`config.mk`:
```
export PLATFORM = sky130hd
export DESIGN_NAME = seg_scan_driver_flat
export DESIGN_NICKNAME = d
export VERILOG_FILES = /design/src/rtl/seg_scan_driver_pkg.sv /design/src/rtl/seg_scan_driver_if.sv /design/src/rtl/seg_scan_driver_tick_divider.sv /design/src/rtl/seg_scan_driver.sv /design/src/flat_wrapper.sv
export SDC_FILE = /design/constraint.sdc
export NUM_CORES = 1
export LEC_CHECK = 0
export ABC_CLOCK_PERIOD_IN_PS = 2330
export CELL_PAD_IN_SITES_DETAIL_PLACEMENT = 0
export CELL_PAD_IN_SITES_GLOBAL_PLACEMENT = 1
export CORE_UTILIZATION = 39
export CTS_CLUSTER_DIAMETER = 200
export CTS_CLUSTER_SIZE = 20
export DETAILED_ROUTE_END_ITERATION = 16
export PLACE_DENSITY = 0.76
export SETUP_SLACK_MARGIN = 0.02
export SLEW_MARGIN = 25
export SYNTH_ARGS = -nofsm -noshare
export SYNTH_HDL_FRONTEND = slang
export SYNTH_SLANG_ARGS = --single-unit
```
`constraint.sdc`:
```
create_clock -name clk -period 2.33 [get_ports clk]
set_input_delay 0.699 -clock clk [delete_from_list [all_inputs] [get_ports clk]]
set_output_delay 0.699 -clock clk [all_outputs]
set_load 0.05 [all_outputs]
```
`src/rtl/seg_scan_driver_pkg.sv`:
```
// Shared display definitions: BCD to seven-segment table, segment constants, digit slots.
// Latency: none (constants and a combinational function only).
// Backpressure: not applicable.
package seg_scan_driver_pkg;

    localparam int NUM_DIGITS = 6;

    // Digit slot numbers; slot i is driven by an[i] and digits[4*i +: 4].
    localparam logic [2:0] DIG_SEC_ONES  = 3'd0;
    localparam logic [2:0] DIG_SEC_TENS  = 3'd1;
    localparam logic [2:0] DIG_MIN_ONES  = 3'd2;
    localparam logic [2:0] DIG_MIN_TENS  = 3'd3;
    localparam logic [2:0] DIG_HOUR_ONES = 3'd4;
    localparam logic [2:0] DIG_HOUR_TENS = 3'd5;

    localparam logic [6:0] SEG_ALL_ON = 7'b1111111;
    localparam logic [6:0] SEG_OFF    = 7'b0000000;

    // Active-high segments, bit0=a .. bit6=g. Non-BCD codes render dark.
    function automatic logic [6:0] bcd_to_seg(input logic [3:0] bcd);
        logic [6:0] s;
        case (bcd)
            4'd0:    s = 7'b0111111;
            4'd1:    s = 7'b0000110;
            4'd2:    s = 7'b1011011;
            4'd3:    s = 7'b1001111;
            4'd4:    s = 7'b1100110;
            4'd5:    s = 7'b1101101;
            4'd6:    s = 7'b1111101;
            4'd7:    s = 7'b0000111;
            4'd8:    s = 7'b1111111;
            4'd9:    s = 7'b1101111;
            default: s = SEG_OFF;
        endcase
        return s;
    endfunction

endpackage

```
`src/rtl/seg_scan_driver_if.sv`:
```
// Display-stage bundle: BCD digits and status in, multiplexed segment drive out.
// Latency: not applicable (wiring only).
// Backpressure: none; inputs are sampled every cycle, outputs always valid.
interface seg_scan_driver_if;
    logic [23:0] digits;
    logic [5:0]  blank_mask;
    logic [5:0]  blink_mask;
    logic        alarm_flash;
    logic [6:0]  seg;
    logic [5:0]  an;
    logic        frame_start;

    // Upstream clock core / bench side.
    modport master (
        output digits, blank_mask, blink_mask, alarm_flash,
        input  seg, an, frame_start
    );

    // Scan driver side.
    modport slave (
        input  digits, blank_mask, blink_mask, alarm_flash,
        output seg, an, frame_start
    );
endinterface

```
`src/rtl/seg_scan_driver_tick_divider.sv`:
```
// Modulo-N counter producing a one-cycle wrap strobe on its last count.
// Latency: wrap is combinational from the count register.
// Backpressure: none; en pauses counting.
module seg_scan_driver_tick_divider #(
    parameter int unsigned N = 2
) (
    input  logic clk,
    input  logic rst,
    input  logic en,
    output logic wrap
);
    localparam int unsigned W = (N > 1) ? $clog2(N) : 1;
    localparam logic [W-1:0] LAST = W'(N - 1);

    logic [W-1:0] cnt;

    assign wrap = en && (cnt == LAST);

    // Count 0..N-1 while enabled, returning to zero on the wrap cycle.
    always_ff @(posedge clk) begin
        if (rst) begin
            cnt <= '0;
        end else if (en) begin
            cnt <= wrap ? '0 : cnt + 1'b1;
        end
    end
endmodule

```
`src/rtl/seg_scan_driver.sv`:
```
// Six-digit multiplexed seven-segment driver with per-frame digit snapshot, blanking, blink and alarm flash.
// Latency: an/seg/frame_start register one cycle behind the scan index; first digit lit two edges after reset.
// Backpressure: none; masks and flash are sampled live every cycle, digits once per frame.
module seg_scan_driver
    import seg_scan_driver_pkg::*;
#(
    parameter int unsigned SCAN_DIV  = 2,
    parameter int unsigned BLINK_DIV = 500
) (
    input  logic              clk,
    input  logic              rst,
    seg_scan_driver_if.slave  bus
);
    logic        primed;
    logic [2:0]  idx;
    logic [23:0] snap;
    logic        blink_on;
    logic        slot_first;
    logic        scan_wrap;
    logic        blink_wrap;
    logic [3:0]  nib;
    logic [6:0]  seg_nxt;

    // Scan timing only starts once the first snapshot exists.
    seg_scan_driver_tick_divider #(.N(SCAN_DIV)) u_scan_div (
        .clk  (clk),
        .rst  (rst),
        .en   (primed),
        .wrap (scan_wrap)
    );

    // Blink phase runs free, independent of the scan position.
    seg_scan_driver_tick_divider #(.N(BLINK_DIV)) u_blink_div (
        .clk  (clk),
        .rst  (rst),
        .en   (1'b1),
        .wrap (blink_wrap)
    );

    // Scan index, frame snapshot, blink phase and first-cycle-of-slot flag.
    always_ff @(posedge clk) begin
        if (rst) begin
            primed     <= 1'b0;
            idx        <= DIG_SEC_ONES;
            snap       <= '0;
            blink_on   <= 1'b1;
            slot_first <= 1'b0;
        end else begin
            primed     <= 1'b1;
            slot_first <= !primed || scan_wrap;
            if (!primed) begin
                snap <= bus.digits;
            end
            if (scan_wrap) begin
                if (idx == DIG_HOUR_TENS) begin
                    idx  <= DIG_SEC_ONES;
                    snap <= bus.digits;
                end else begin
                    idx <= idx + 3'd1;
                end
            end
            if (blink_wrap) begin
                blink_on <= !blink_on;
            end
        end
    end

    // Segment pattern for the current slot: flash beats blank beats blink beats decode.
    always_comb begin
        nib     = snap[{idx, 2'b00} +: 4];
        seg_nxt = bcd_to_seg(nib);
        if (bus.alarm_flash && blink_on) begin
            seg_nxt = SEG_ALL_ON;
        end else if (bus.blank_mask[idx]) begin
            seg_nxt = SEG_OFF;
        end else if (bus.blink_mask[idx] && !blink_on) begin
            seg_nxt = SEG_OFF;
        end
    end

    // Registered display drive; stays dark until the scan is primed.
    always_ff @(posedge clk) begin
        if (rst) begin
            bus.an          <= '0;
            bus.seg         <= SEG_OFF;
            bus.frame_start <= 1'b0;
        end else if (primed) begin
            bus.an          <= 6'b000001 << idx;
            bus.seg         <= seg_nxt;
            bus.frame_start <= slot_first && (idx == DIG_SEC_ONES);
        end
    end
endmodule

```
`src/flat_wrapper.sv`:
```
// flat-port wrapper written by rule: the top's interface ports become plain ports
module seg_scan_driver_flat import seg_scan_driver_pkg::*;
#(
    parameter int unsigned SCAN_DIV  = 2,
    parameter int unsigned BLINK_DIV = 500
)
  (clk, rst, bus_digits, bus_blank_mask, bus_blink_mask, bus_alarm_flash, bus_seg, bus_an, bus_frame_start);
  seg_scan_driver_if bus_i ();
  input  logic clk;
  input  logic rst;
  input wire logic [$bits(bus_i.digits)-1:0] bus_digits;
  input wire logic [$bits(bus_i.blank_mask)-1:0] bus_blank_mask;
  input wire logic [$bits(bus_i.blink_mask)-1:0] bus_blink_mask;
  input wire logic [$bits(bus_i.alarm_flash)-1:0] bus_alarm_flash;
  output wire logic [$bits(bus_i.seg)-1:0] bus_seg;
  output wire logic [$bits(bus_i.an)-1:0] bus_an;
  output wire logic [$bits(bus_i.frame_start)-1:0] bus_frame_start;
  assign bus_i.digits = bus_digits;
  assign bus_i.blank_mask = bus_blank_mask;
  assign bus_i.blink_mask = bus_blink_mask;
  assign bus_i.alarm_flash = bus_alarm_flash;
  assign bus_seg = bus_i.seg;
  assign bus_an = bus_i.an;
  assign bus_frame_start = bus_i.frame_start;
  seg_scan_driver #(.SCAN_DIV(SCAN_DIV), .BLINK_DIV(BLINK_DIV)) u_core (.clk(clk), .rst(rst), .bus(bus_i));
endmodule
```
-- Word level (Yosys, flattened, before mapping)
Memory sizes are Yosys's and may differ from the RTL's.
Cells that the tools add are included.
- logic and storage cells: 41
- memories: 1
- input bits: 39
- bits in read-only memories: 112
- register bits after elaboration: 54
- output and inout bits: 14
- memories (memory ; depth ; width ; rd ports ; clocked after memory_dff ; wr ports ; RTL line ; RTL):
    (no name shown) ; 16 ; 7 ; 1 ; 0 ; 0 ; seg_scan_driver_pkg.sv:22 ; case (bcd)
- mux-type cells: 13
- $lt $le $gt $ge: 1
- shift-type cells: 2
- equality and inequality tests: 2
- reductions and logical operators: 9
- add/sub/neg operators: 3
- operators by type and width (operator ; number):
    two-way mux 24 bit ; 3
    variable part select 24 x 6 -> 4 bit ; 1
    two-way mux 7 bit ; 3
    adder 9 x 1 -> 9 bit (second input constant) ; 1
    == test 9 bit (second input constant) ; 1
    binary-select mux 1 bit (select 3 bit) ; 2
    left shift 1 x 3 -> 6 bit (first input constant) ; 1
    logical AND 1 bit ; 4
    less-than comparator 3 x 4 -> 1 bit (second input constant) ; 1
    two-way mux 1 bit ; 4
    adder 3 x 1 -> 3 bit (second input constant) ; 1
    == test 3 bit (second input constant) ; 1
    logical NOT 3 bit ; 1
    two-way mux 3 bit ; 1
    logical NOT 1 bit ; 2
    OR reduction 2 bit ; 1
    adder 1 bit (second input constant) ; 1
    logical OR 1 bit ; 1

-- Longest topological paths before layout
Gate-level depths: netlist of run 1.
- depth after elaboration: 6
- mapped depth: 10

-- Hierarchy
From an unflattened synthesis of run 1, not the netlist that was laid out.
- cells, all modules: 270
- area total of the unflattened synthesis: 2601.2 µm²
- modules (own cells, without submodules) (module ; cells each ; area each (µm²) ; instances):
    seg_scan_driver ; 218 ; 2114.5 ; 1
    seg_scan_driver_tick_divider (u_core.u_blink_div) ; 48 ; 446.7 ; 1
    seg_scan_driver_tick_divider (u_core.u_scan_div) ; 4 ; 40.0 ; 1

-- Worst setup path after synthesis of run 1
Ideal clock, no wire load.
- kind: register -> register
- start: register u_core.idx[1]
- end: register u_core.bus.seg[5]
- clock period less this slack: 2067 ps
- arrival time: 1979 ps
- setup time: 88 ps
- slack: 263 ps
- cell stages (with the launch flop): 10
- path buffers: 2
- cell sequence: dfxtp_1 > buf_4 > buf_2 > mux2i_1 > o32ai_1 > nor2_1 > inv_1 > ha_1 > or2_2 > a311oi_2
- word-level cells in the longest chain between the ends: 6
- elaborated cells on any way between the ends: 10
- RTL lines (element ; RTL line ; RTL):
    start, declared ; seg_scan_driver.sv:15 ; logic [2:0] idx;
    start signal, assigned ; seg_scan_driver.sv:59 ; idx <= idx + 3'd1;
    branches (longest 4 deep; another with memory read (16 x 7 bit)) ; -- ;
    two-way mux 7 bit * ; seg_scan_driver.sv:74 ; end else if (bus.blank_mask[idx]) begin
    two-way mux 7 bit * ; seg_scan_driver.sv:72 ; if (bus.alarm_flash && blink_on) begin
    end signal, assigned ; seg_scan_driver.sv:89 ; bus.seg <= seg_nxt;
    end, declared ; seg_scan_driver_if.sv:22 ; output seg, an, frame_start
Mark *: on every way between the ends. The select of a mux whose other input is x is not followed.
A chain may end at the register's enable or synchronous reset.

-- Worst setup path in the final report of run 1
- start: register u_core.bus.seg[1]
- end: output port bus_seg[1]
- RTL lines (element ; RTL line ; RTL):
    end, declared ; flat_wrapper.sv:15 ; output wire logic [$bits(bus_i.seg)-1:0] bus_seg;
No word-level cell between the ends.

==> impl_metrics.prom, run 1 <==
# TYPE chip_impl_metric gauge
chip_impl_metric{name="final_hold_viol_count",unit=""} 0
chip_impl_info{name="cpLargestDelayFamily",value="buffers and inverters"} 1
chip_impl_metric{name="ant_nets",unit=""} 0
chip_impl_metric{name="instances_no_fill",unit=""} 403
chip_impl_metric{name="final_period_minus_worst_setup_slack",unit="ns"} 2.16
chip_impl_info{name="cts_tree",value="yes"} 1
chip_impl_metric{name="h-tree-depth",unit=""} 2
chip_impl_metric{name="dieHeight",unit="µm"} 83.7
chip_impl_metric{name="power.total",unit="W"} 0.00195
chip_impl_info{name="timing.critical_path.cells",value="clkdlybuf4s50_1"} 1
chip_impl_metric{name="ys_ff_latch",unit=""} 54
chip_impl_metric{name="timing.hold.worst_path_depth",unit=""} 2
chip_impl_metric{name="portBuffers",unit=""} 52
chip_impl_metric{name="synthCells",unit=""} 268
chip_impl_metric{name="max-slew-margin-rel",unit="%"} 62.4
chip_impl_metric{name="cts_buffers",unit=""} 5
chip_impl_metric{name="worst-path-buf-inv",unit=""} 1
chip_impl_metric{name="worst-slew-pin-transition",unit="ns"} 0.560
chip_impl_metric{name="max_stage_delay",unit="ns"} 0.81
chip_impl_info{name="outcome",value="complete, no violations"} 1
chip_impl_metric{name="num_antenna_cells",unit=""} 0
chip_impl_info{name="min_path_type",value="reg2reg"} 1
chip_impl_metric{name="io_pins",unit=""} 53
chip_impl_metric{name="floorplan.core_area",unit="µm²"} 6390
chip_impl_metric{name="drive_above_1_share",unit="%"} 11.7
chip_impl_metric{name="final_design_area_no_fill",unit="µm²"} 3330
chip_impl_info{name="cts_root_buffer",value="sky130_fd_sc_hd__clkbuf_8"} 1
chip_impl_info{name="worstSetupPathType",value="reg2out"} 1
chip_impl_metric{name="period_utilization_post_route",unit="%"} 92.8
chip_impl_metric{name="cts.path.max_buffers",unit=""} 2
chip_impl_metric{name="clock_sink_count",unit=""} 54
chip_impl_metric{name="worst_clock_skew",unit="ns"} 0.00684
chip_impl_metric{name="clk_pin_slew_worst_paths",unit="ns"} 0.09
chip_impl_metric{name="netlist-cell-type-count",unit=""} 46
chip_impl_info{name="crit_path_end_kind",value="output port"} 1
chip_impl_metric{name="antenna_found_initial",unit=""} 0
chip_impl_metric{name="dpl_cell_area",unit="µm²"} 3230
chip_impl_metric{name="synth-seq-area-share",unit="%"} 41.5
chip_impl_metric{name="post_synth.cell_area_avg",unit="µm²"} 9.72
chip_impl_metric{name="cts.repair_timing.setup_buffer_count",unit=""} 0
chip_impl_metric{name="placed_cells",unit=""} 395
chip_impl_info{name="layout.cells.most_common",value="sky130_fd_sc_hd__nor2_1"} 1
chip_impl_metric{name="initial_core_util",unit="%"} 40.8
chip_impl_metric{name="post_drt_via_cell_ratio",unit=""} 5.01
chip_impl_metric{name="drt_iter0_drc",unit=""} 59
chip_impl_metric{name="post-route-drc-count",unit=""} 0
chip_impl_info{name="ys.flop_type",value="sky130_fd_sc_hd__dfxtp_1"} 1
chip_impl_metric{name="achievable-frequency",unit="MHz"} 462
chip_impl_metric{name="synthArstFlopShare",unit="%"} 0
chip_impl_metric{name="layout-area-overhead-vs-synth",unit="%"} 27.7
chip_impl_metric{name="routed_wl",unit="µm"} 5270
chip_impl_metric{name="gp_congestion",unit=""} 0.772
chip_impl_metric{name="critical_path_depth",unit=""} 1
chip_impl_metric{name="place_hpwl",unit="µm"} 3940
chip_impl_metric{name="data_required_time_of_the_worst_path",unit="ns"} 1.63
chip_impl_info{name="rsz0062_at_grt",value="false"} 1
chip_impl_metric{name="largest_net_degree_at_the_start_of_global_routing",unit=""} 38
chip_impl_metric{name="critPathArrivalTime",unit="ns"} 1.46
chip_impl_metric{name="power.density_cell_area",unit="nW/µm²"} 586
chip_impl_metric{name="dr.pass1.iters",unit=""} 4
chip_impl_info{name="most-common-layout-cells",value="59 x sky130_fd_sc_hd__nor2_1, 53 x sky130_fd_sc_hd__dfxtp_1, 52 x sky130_fd_sc_hd__clkdlybuf4s50_1"} 1
chip_impl_metric{name="rows",unit=""} 29
chip_impl_info{name="setup.worst_path.start_class",value="register"} 1
chip_impl_metric{name="finalSetupTns",unit="ns"} 0
chip_impl_metric{name="worst_r2r_path_depth",unit=""} 7
chip_impl_metric{name="globalRouteTotalUtil",unit="%"} 15.6
chip_impl_metric{name="gr-total-overflow",unit=""} 0
chip_impl_metric{name="die_width",unit="µm"} 83.7
chip_impl_metric{name="post_synth_instance_area",unit="µm²"} 2610
chip_impl_metric{name="post_synth_edffs",unit=""} 0
chip_impl_info{name="critPathSlowestCell",value="sky130_fd_sc_hd__clkdlybuf4s50_1"} 1
chip_impl_metric{name="layout.nets",unit=""} 371
chip_impl_metric{name="max-vdd-ir-drop",unit="mV"} 0.248
chip_impl_metric{name="number_of_pins_with_negative_max_slew_slack_in_the_final_report",unit=""} 0
chip_impl_metric{name="worst_skew_pair_latency",unit="ns"} 0.30
chip_impl_metric{name="yosys_warnings",unit=""} 0
chip_impl_metric{name="grt_first_pass_wirelength",unit="µm"} 8960
chip_impl_metric{name="final_setup_fails",unit=""} 0
chip_impl_metric{name="number_of_global_route_vias_before_repair",unit=""} 1900
chip_impl_metric{name="routed-via-count",unit=""} 2018
chip_impl_metric{name="die_area",unit="µm²"} 7010
chip_impl_metric{name="cp_max_fo",unit=""} 2
chip_impl_metric{name="drv_cap",unit=""} 0
chip_impl_metric{name="cellLeakagePower",unit="nW"} 1.30
chip_impl_metric{name="routed_wire_length_per_instance",unit="µm"} 13.1
chip_impl_metric{name="synth_fp_nets",unit=""} 314
==> synthesized netlist by cell type, types with 2 or more instances <==
cell / count / area share [%]
sky130_fd_sc_hd__mux2_1: 2 / 0.86
sky130_fd_sc_hd__nand2b_1: 6 / 1.4
sky130_fd_sc_hd__clkbuf_1: 6 / 0.86
sky130_fd_sc_hd__buf_2: 2 / 0.38
sky130_fd_sc_hd__xor2_1: 2 / 0.67
sky130_fd_sc_hd__nor3_1: 3 / 0.58
sky130_fd_sc_hd__a211oi_2: 3 / 1.4
sky130_fd_sc_hd__nand3_1: 7 / 1.3
sky130_fd_sc_hd__ha_1: 7 / 3.4
sky130_fd_sc_hd__or3_1: 2 / 0.48
sky130_fd_sc_hd__nor2_1: 59 / 8.5
sky130_fd_sc_hd__mux2i_1: 39 / 15
sky130_fd_sc_hd__nand2_1: 7 / 1.0
sky130_fd_sc_hd__o21ai_0: 4 / 0.77
sky130_fd_sc_hd__nor2b_1: 3 / 0.72
sky130_fd_sc_hd__dfxtp_1: 54 / 41
sky130_fd_sc_hd__nand4_1: 2 / 0.48
sky130_fd_sc_hd__inv_1: 10 / 1.4
sky130_fd_sc_hd__o32ai_1: 2 / 0.67
sky130_fd_sc_hd__mux4_2: 2 / 1.7
sky130_fd_sc_hd__xnor2_1: 5 / 1.7
sky130_fd_sc_hd__buf_6: 4 / 1.7
sky130_fd_sc_hd__o22ai_1: 3 / 0.72
sky130_fd_sc_hd__a21oi_1: 11 / 2.1
sky130_fd_sc_hd__a311oi_2: 2 / 1.2
==> metal layers <==
metal	track usage, %	vias to the layer above	part of all wire, %
li1	-	1040	-
met1	22.3	924	50
met2	23.7	50	44
met3	3.56	4	4.9
met4	3.70	0	0.68
met5	0	-	0
==> power by group <==
group	switching (W)	internal, W
Clock	0.000309	0.000246
Combinational	0.000196	0.000191
Sequential	0.0000355	0.000974
Total	0.000540	0.00141
==> through the flow <==
stage	util, %	hold slack [ns]	setup slack, ns
global placement	50.6	0.443	-0.0299
finish	52.1	0.473	0.167
floorplan	-	0.430	0.263
global route	52.1	0.502	0.0437
CTS	52.1	0.475	0.132
detailed placement	50.6	0.456	-0.0649
==> flip-flops by register name, summed over array words and instances (netlist names) <==
signal,count
u_core.bus.seg,7
u_core.u_blink_div.cnt,9
u_core.blink_on,1
u_core.idx,3
u_core.snap,24
u_core.slot_first,1
u_core.u_scan_div.cnt,1
u_core.primed,1
u_core.bus.an,6
u_core.bus.frame_start,1
==> final timing paths <==
check / startpoint / to / slack (ns)
hold / removal: u_core.bus.frame_start$_SDFFE_PP0P_ / u_core.bus.frame_start$_SDFFE_PP0P_ / 0.47
setup reg to reg: u_core.idx[1]$_SDFFE_PP0P_ / u_core.bus.seg[5]$_SDFFE_PP0P_ / 0.19
hold reg to reg: u_core.bus.frame_start$_SDFFE_PP0P_ / u_core.bus.frame_start$_SDFFE_PP0P_ / 0.47
setup / recovery: u_core.bus.seg[1]$_SDFFE_PP0P_ / bus_seg[1] / 0.17
==> worst min-delay path: cells and delay by family (launching register included) <==
kind / cells / cell delay, ns
flops: 1 / 0.32
simple gates: 1 / 0.06
compound gates: 1 / 0.05
==> area by class of cell <==
type	count	area [µm²]
multi-input combinational	191	1400
clock buffer	7	86.3
tap	77	96.3
sequential	54	1080
clock inverter	1	8.76
inverter	10	37.5
timing repair buffer	63	616
fill	622	3060
==> logic make-up after synthesis <==
family,after synthesis,share of synthesized area (%)
AND/OR/NAND/NOR,98,17.8
adder cells (fa/ha/maj),7,3.36
AO/OA/AOI/OAI,35,12.3
buffers and inverters,23,4.70
XOR/XNOR,7,2.35
multiplexers,44,18.0
flip-flops,54,41.5
==> timing repair <==
action,CTS,global route
endpoints found under the setup margin,0,3
resized for setup,0,1
hold buffers,0,0
Note: power is estimated with default switching activity, not from simulation.
==> inputs of run 2 (changes only) <==
Settings changed: CAP_MARGIN from default to 10.
==> results of run 2 <==
The final DEF is identical to that of run 1; final timing and power are the same.
